==> config.mk <==
export PLATFORM = sky130hd
export DESIGN_NAME = risc_controller
export DESIGN_NICKNAME = d
export VERILOG_FILES = /design/src/rtl/risc_ctrl_pkg.sv /design/src/rtl/instr_decoder.sv /design/src/rtl/risc_controller.sv
export SDC_FILE = /design/constraint.sdc
export NUM_CORES = 1
export LEC_CHECK = 0
export CORE_MARGIN = 2
export CORE_UTILIZATION = 30
export DETAILED_ROUTE_END_ITERATION = 8
export PLACE_DENSITY_LB_ADDON = 0.05
export SYNTH_ARGS = -nofsm -noshare
export SYNTH_HDL_FRONTEND = slang
export SYNTH_HIERARCHICAL = 1
export SYNTH_SLANG_ARGS = --single-unit
export TNS_END_PERCENT = 5
==> constraint.sdc <==
create_clock -name clk -period 1.6 [get_ports clk]
set_input_delay 0.48 -clock clk [delete_from_list [all_inputs] [get_ports clk]]
set_output_delay 0.48 -clock clk [all_outputs]
set_load 0.05 [all_outputs]
==> src/rtl/risc_ctrl_pkg.sv <==
`default_nettype none
// ============================================================================
//  Package     : risc_ctrl_pkg
//  Description : Shared state encoding, instruction field positions, opcode /
//                op constants and ALU operation codes for risc_controller.
//                The HALT state exists only when RISC_CTRL_ILLEGAL_TRAP_EN is
//                defined.
//  Revision    : 1.0 - initial release
// ============================================================================
package risc_ctrl_pkg;

  // Controller states; HALT is the illegal-instruction trap state.
  typedef enum logic [2:0] {
    S_WAIT   = 3'd0,
    S_DECODE = 3'd1,
    S_GET_A  = 3'd2,
    S_GET_B  = 3'd3,
    S_ALU    = 3'd4,
    S_WR_REG = 3'd5,
    S_WR_IMM = 3'd6
`ifdef RISC_CTRL_ILLEGAL_TRAP_EN
    ,
    S_HALT   = 3'd7
`endif
  } state_e;

  // Instruction field bit positions
  localparam int OPCODE_HI = 15;
  localparam int OPCODE_LO = 13;
  localparam int OP_HI     = 12;
  localparam int OP_LO     = 11;
  localparam int RN_HI     = 10;
  localparam int RN_LO     = 8;
  localparam int RD_HI     = 7;
  localparam int RD_LO     = 5;
  localparam int SH_HI     = 4;
  localparam int SH_LO     = 3;
  localparam int RM_HI     = 2;
  localparam int RM_LO     = 0;
  localparam int IMM_HI    = 7;
  localparam int IMM_LO    = 0;

  // Opcode classes
  localparam logic [2:0] OPC_MOV = 3'b110;
  localparam logic [2:0] OPC_ALU = 3'b101;

  // op sub-codes
  localparam logic [1:0] OP_MOV_IMM = 2'b10;
  localparam logic [1:0] OP_MOV_REG = 2'b00;
  localparam logic [1:0] OP_ADD     = 2'b00;
  localparam logic [1:0] OP_CMP     = 2'b01;
  localparam logic [1:0] OP_AND     = 2'b10;
  localparam logic [1:0] OP_MVN     = 2'b11;

  // ALU operation codes
  localparam logic [1:0] ALU_ADD  = 2'b00;
  localparam logic [1:0] ALU_SUB  = 2'b01;
  localparam logic [1:0] ALU_AND  = 2'b10;
  localparam logic [1:0] ALU_NOTB = 2'b11;

endpackage : risc_ctrl_pkg
`default_nettype wire

==> src/rtl/instr_decoder.sv <==
`default_nettype none
// ============================================================================
//  Module      : instr_decoder
//  Description : Combinational field extraction, imm8 sign extension and
//                legal/illegal classification of the held instruction.
//  Revision    : 1.0 - initial release
// ============================================================================
module instr_decoder
  import risc_ctrl_pkg::*;
#(
  parameter int WIDTH = 16
) (
  input  logic [WIDTH-1:0] instr,
  output logic [2:0]       rn,
  output logic [2:0]       rd,
  output logic [2:0]       rm,
  output logic [1:0]       sh,
  output logic [1:0]       alu_op,
  output logic [WIDTH-1:0] sximm8,
  output logic             is_mov_imm,
  output logic             is_mov_reg,
  output logic             is_alu,
  output logic             is_cmp,
  output logic             is_mvn,
  output logic             legal
);

  logic [2:0] opcode;
  logic [1:0] op;
  logic [7:0] imm8;

  assign opcode = instr[OPCODE_HI:OPCODE_LO];
  assign op     = instr[OP_HI:OP_LO];
  assign rn     = instr[RN_HI:RN_LO];
  assign rd     = instr[RD_HI:RD_LO];
  assign sh     = instr[SH_HI:SH_LO];
  assign rm     = instr[RM_HI:RM_LO];
  assign imm8   = instr[IMM_HI:IMM_LO];
  assign sximm8 = {{(WIDTH-8){imm8[7]}}, imm8};

  // Classify the instruction and pick the ALU operation it needs
  always_comb begin
    is_mov_imm = (opcode == OPC_MOV) && (op == OP_MOV_IMM);
    is_mov_reg = (opcode == OPC_MOV) && (op == OP_MOV_REG);
    is_alu     = (opcode == OPC_ALU);
    is_cmp     = is_alu && (op == OP_CMP);
    is_mvn     = is_alu && (op == OP_MVN);
    legal      = is_mov_imm || is_mov_reg || is_alu;
    alu_op     = ALU_ADD;
    if (is_alu) begin
      case (op)
        OP_ADD:  alu_op = ALU_ADD;
        OP_CMP:  alu_op = ALU_SUB;
        OP_AND:  alu_op = ALU_AND;
        default: alu_op = ALU_NOTB;
      endcase
    end
  end

endmodule : instr_decoder
`default_nettype wire

==> src/rtl/risc_controller.sv <==
`default_nettype none
// ============================================================================
//  Module      : risc_controller
//  Description : Moore FSM sequencing the 16-bit RISC datapath through
//                read, ALU and write-back phases, one phase per clock.
//                Optional feature macro: RISC_CTRL_ILLEGAL_TRAP_EN - when
//                defined, undefined encodings trap into HALT (err=1) until
//                reset; otherwise they execute as a NOP.
//  Revision    : 1.0 - initial release
// ============================================================================
module risc_controller
  import risc_ctrl_pkg::*;
#(
  parameter int WIDTH = 16
) (
  input  logic             clk,
  input  logic             reset,
  input  logic             s,
  input  logic             load,
  input  logic [WIDTH-1:0] instr_in,
  output logic [2:0]       readnum,
  output logic [2:0]       writenum,
  output logic             loada,
  output logic             loadb,
  output logic             loadc,
  output logic             loads,
  output logic             write,
  output logic             vsel,
  output logic             asel,
  output logic             bsel,
  output logic [1:0]       shift,
  output logic [1:0]       ALUop,
  output logic [WIDTH-1:0] datapath_in,
  output logic             w,
  output logic             err
);

  state_e           state_q, state_d;
  logic [WIDTH-1:0] ir_q, ir_d;

  logic [2:0] rn, rd, rm;
  logic [1:0] sh, alu_op;
  logic       is_mov_imm, is_mov_reg, is_alu, is_cmp, is_mvn, legal;

  instr_decoder #(
    .WIDTH (WIDTH)
  ) u_dec (
    .instr      (ir_q),
    .rn         (rn),
    .rd         (rd),
    .rm         (rm),
    .sh         (sh),
    .alu_op     (alu_op),
    .sximm8     (datapath_in),
    .is_mov_imm (is_mov_imm),
    .is_mov_reg (is_mov_reg),
    .is_alu     (is_alu),
    .is_cmp     (is_cmp),
    .is_mvn     (is_mvn),
    .legal      (legal)
  );

  // State and instruction register; reset wins over any pending load
  always_ff @(posedge clk) begin
    if (reset) begin
      state_q <= S_WAIT;
      ir_q    <= '0;
    end else begin
      state_q <= state_d;
      ir_q    <= ir_d;
    end
  end

  // IR loads only while idle, so a load during execution cannot corrupt it
  always_comb begin
    ir_d = ir_q;
    if ((state_q == S_WAIT) && load) ir_d = instr_in;
  end

  // Next-state sequencing
  always_comb begin
    state_d = state_q;
    case (state_q)
      S_WAIT:   if (s) state_d = S_DECODE;
      S_DECODE: begin
        if (is_mov_imm)               state_d = S_WR_IMM;
        else if (is_mov_reg || is_mvn) state_d = S_GET_B;
        else if (is_alu)              state_d = S_GET_A;
`ifdef RISC_CTRL_ILLEGAL_TRAP_EN
        else                          state_d = S_HALT;
`else
        else                          state_d = S_WAIT;
`endif
      end
      S_GET_A:  state_d = S_GET_B;
      S_GET_B:  state_d = S_ALU;
      S_ALU:    state_d = is_cmp ? S_WAIT : S_WR_REG;
      S_WR_REG: state_d = S_WAIT;
      S_WR_IMM: state_d = S_WAIT;
`ifdef RISC_CTRL_ILLEGAL_TRAP_EN
      S_HALT:   state_d = S_HALT;
`endif
      default:  state_d = S_WAIT;
    endcase
  end

  // Moore outputs: every strobe defaults low, each state raises its own
  always_comb begin
    readnum  = 3'd0;
    writenum = 3'd0;
    loada    = 1'b0;
    loadb    = 1'b0;
    loadc    = 1'b0;
    loads    = 1'b0;
    write    = 1'b0;
    vsel     = 1'b0;
    asel     = 1'b0;
    bsel     = 1'b0;
    shift    = 2'b00;
    ALUop    = 2'b00;
    w        = 1'b0;
    err      = 1'b0;
    case (state_q)
      S_WAIT:  w = 1'b1;
      S_GET_A: begin
        readnum = rn;
        loada   = 1'b1;
      end
      S_GET_B: begin
        readnum = rm;
        loadb   = 1'b1;
      end
      S_ALU: begin
        shift = sh;
        ALUop = is_alu ? alu_op : ALU_ADD;
        asel  = is_mov_reg || is_mvn;
        loadc = !is_cmp;
        loads = is_cmp;
      end
      S_WR_REG: begin
        vsel     = 1'b0;
        writenum = rd;
        write    = 1'b1;
      end
      S_WR_IMM: begin
        vsel     = 1'b1;
        writenum = rn;
        write    = 1'b1;
      end
`ifdef RISC_CTRL_ILLEGAL_TRAP_EN
      S_HALT:  err = 1'b1;
`endif
      default: ;
    endcase
  end

endmodule : risc_controller
`default_nettype wire

# == Yosys cells after proc, flatten, opt, wreduce, memory -nomap -nowiden ==
# Index checks and enable logic that the tools add are counted.
# totals
out_inout_bits,36
register_bits,19
# classes
reduce_logical,10
mux,20
eq_ne,12
# op_table
operator,count
equality test 3 bit (second input constant),5
case mux 3 bit (5 select lines),1
case mux 3 bit (2 select lines),2
2-to-1 mux 2 bit,5
2-to-1 mux 3 bit,3
2-to-1 mux 1 bit,8
equality test 3 x 2 -> 1 bit (second input constant),2
case mux 2 bit (3 select lines),1
logical AND 1 bit,5
equality test 2 bit (second input constant),2
equality test 3 x 1 -> 1 bit (second input constant),1
zero test 3 bit,1
equality test 2 x 1 -> 1 bit (second input constant),1
zero test 2 bit,1
!= test 2 bit (second input constant),1
OR reduction 2 bit,1
zero test 1 bit,1
logical OR 1 bit,1

# == Depth between registers and ports, before layout ==
# logic_depth
ltp_word,6
ltp_mapped,6
depth_no_buf,5

# == By module ==
# Netlist, hierarchy kept.
# by_module_without_submodules
module,cells_each,area_each_um2,n_inst
risc_controller,119,944.7,1
instr_decoder,38,276.5,1

# == Worst setup path before layout ==
# OpenSTA, ideal clock, no wires.
# synth_timing
path_type,reg2out
start,register state_q[2]
end,output readnum[0]
t_arrival_ps,1868
path_buffers,1
slack_ps,-748
stages_incl_launch_ff,5
cell_sequence,dfxtp_1 -> clkbuf_1 -> or2_2 -> nor2_2 -> a22o_1
# synth_via
elab_chain_len,2
elab_cells_between_ends,3
# synth_lines
item,line_no,source
from (decl),risc_controller.sv:38,"state_e state_q, state_d;"
from (signal assigned),risc_controller.sv:69,state_q <= state_d;
equality test 3 x 2 -> 1 bit,risc_controller.sv:123,case (state_q)
case mux 3 bit (2 select lines) *,risc_controller.sv:123,
to (decl),risc_controller.sv:21,"output logic [2:0] readnum,"
# Mark *: on every way between the ends. The rest lies on a longest branch, timed or not.

# == Worst setup path after layout ==
# layout_timing
start,register ir_q[14]
end,output asel
# layout_via
elab_chain_len,4
elab_cells_between_ends,6
# layout_lines
item,line_no,source
from (decl),risc_controller.sv:39,"logic [WIDTH-1:0] ir_q, ir_d;"
from (signal assigned),risc_controller.sv:70,ir_q <= ir_d;
equality test 3 bit,instr_decoder.sv:45,is_alu = (opcode == OPC_ALU);
net is_alu,risc_controller.sv:43,"logic is_mov_imm, is_mov_reg, is_alu, is_cmp, is_mvn, legal;"
logical AND 1 bit,instr_decoder.sv:47,is_mvn = is_alu && (op == OP_MVN);
net is_mvn,risc_controller.sv:43,
logical OR 1 bit,risc_controller.sv:136,asel = is_mov_reg || is_mvn;
2-to-1 mux 1 bit,risc_controller.sv:123,
to (decl),risc_controller.sv:29,"output logic asel,"
# The timed path passes the listed nets, and every way through them passes these cells.

==> results.tsv <==
metric	value	unit
status	finished, violations left	
failed_checks	setup timing	
ios	56	
fin_crit	1850	ps
ir_drop	0.379	mV
p_per_area	583	nW/um^2
multi_input_area	679	um^2
area_growth	84.1	%
power.switching	0.000407	W
track_usage	0.147	
arrival	1370	ps
pwr-share-clk	0.256	
dr.pass1.iters	3	
rrSetupSlack	-110	ps
grt_first_pass_wirelength	4990	um
drive_above_1_share	0.465	
cp_max_fo	6	
clkSinkCount	19	
clkLatencyLatePin	250	ps
dr_total_vias	1107	
p_leak	0.897	nW
cp-end-kind	output port	
grt_pass1_vias	1065	
die-area	4570	um^2
yosysWarnings	6	
cp_cell_sequence	and3b_2, and3_4, o21a_1, buf_12	
rsz0062_at_grt	yes	
clk_pin_slew	70	ps
cts_tree	built	
min-delay-start	ir_q[13]	
dr.first_iter.drc_count	15	
synthCells	156	
worstPathRequired	1120	ps
setup_viol	19	
finalCritPeriodShare	1.16	
combPwrFrac	0.332	
worstSetupPathType	reg2out	
worst_hold_path.endpoint	ir_q[13]	
hold_depth	2	
grt-ovfl-total	0	
startpoint_type	flop	
h-tree-depth	1	
syn-cell-area	1210	um^2
drc	0	
via_per_inst	4.46	
rows	23	
wl_per_cell	12.0	um
switching_share	0.312	
initial_core_util	0.308	
n_antenna_cell	0	
chipHeight	67.6	um
hold_viol	0	
worstReg2RegStart	ir_q[14]	
worstRegToRegCells	6	
dp_slack	-257	ps
fmax	541	MHz
ant_nets	0	
die_width	67.6	um
p_int	0.000896	W
cpMaxStageDelayCell	dfxtp_2	
fillCellCount	340	
final_max_slew_viol_count	0	
maxCapViolCount	0	
portBuffers	53	
gp_congestion	0.752	
layout_setup_ws	-249	ps
root_buffer	clkbuf_8	
cts-buffers-inserted	3	
power.share.sequential	0.412	
seqCellArea	390	um^2
tns	-3450	ps
cts_max_path_buffers	2	
r2r-end	state_q[1]	
final_nets	219	
hpwl	2320	um
cpPeakStageDelay	320	ps
core_region_area	3940	um^2
skew	0.869	ps
antenna_found_initial	0	
wl	2980	um
hp-class	reg2reg	
avgSynthCellArea	7.79	um^2
grt_start_max_net_pins	17	
stage by stage:
stage	hold WS, ps	utilization	std cells	total power, W	area, um^2
after floorplan	437	-	157	0.000813	1290
after global placement	447	0.526	239	0.000964	2070
after detailed placement	456	0.526	239	0.000968	2070
after CTS	466	0.564	247	0.00132	2220
after global routing	488	0.567	248	0.00136	2240
final	464	0.567	248	0.00130	2240
timing repair:
item | 4_1_cts | 5_1_grt
pin swaps | 8 | 3
resized for setup | 22 | 2
endpoints found under the setup margin | 19 | 29
hold buffers | 0 | 0
setup buffers | 4 | 1
cell type report:
class | count | share of cell area
well taps | 50 | 0.0280
flip-flops and latches | 19 | 0.174
multi-input cells | 97 | 0.304
repair buffers | 75 | 0.469
clock buffers | 4 | 0.0201
inverters | 3 | 0.00503
flip-flops by register name, indices dropped and copies added (netlist names):
signal   cells
ir_q        16
state_q      3
power by group through the flow:
stage / Sequential [W] / Combinational (W) / Clock [W]
after floorplan: 0.000530 / 0.000282 / 0
after global placement: 0.000546 / 0.000418 / 0
after detailed placement: 0.000546 / 0.000421 / 0
after CTS: 0.000538 / 0.000436 / 0.000342
after global routing: 0.000541 / 0.000462 / 0.000362
final: 0.000537 / 0.000432 / 0.000334
layer usage:
layer | global-route usage | share of wire | vias to the layer above
li1 | - | - | 573
met1 | 0.175 | 0.40 | 495
met2 | 0.254 | 0.53 | 35
met3 | 0.0283 | 0.055 | 4
met4 | 0.0663 | 0.011 | 0
met5 | 0 | 0 | -
worst max-delay path: cells and delay by family (launching register included):
kind | cells | cell delay (ps)
and+or+nand+nor | 2 | 430
DFF | 1 | 320
AOI/OAI and AO/OA | 1 | 210
buffers and inverters | 1 | 150
layout by cell type, fill, tap and decap left out, drive strengths merged, types with 4 or more instances in the layout:
cell type,n
a21oi,18
and2,6
and3,4
buf,56
clkbuf,4
clkdlybuf4s50,19
dfxtp,19
nand2,32
nor2,4
nor2b,6
how the worst max path moves through the flow:
stage	start	endpoint	slack [ps]	cells past startpoint
finish	ir_q[14]	asel	-250	4
global route	ir_q[14]	asel	-290	4
CTS	state_q[0]	readnum[0]	-240	4
detailed placement	load	ir_q[15]	-260	4
global placement	load	ir_q[15]	-230	4
floorplan	state_q[2]	readnum[0]	-240	4
(Power assumes the default switching activity.)
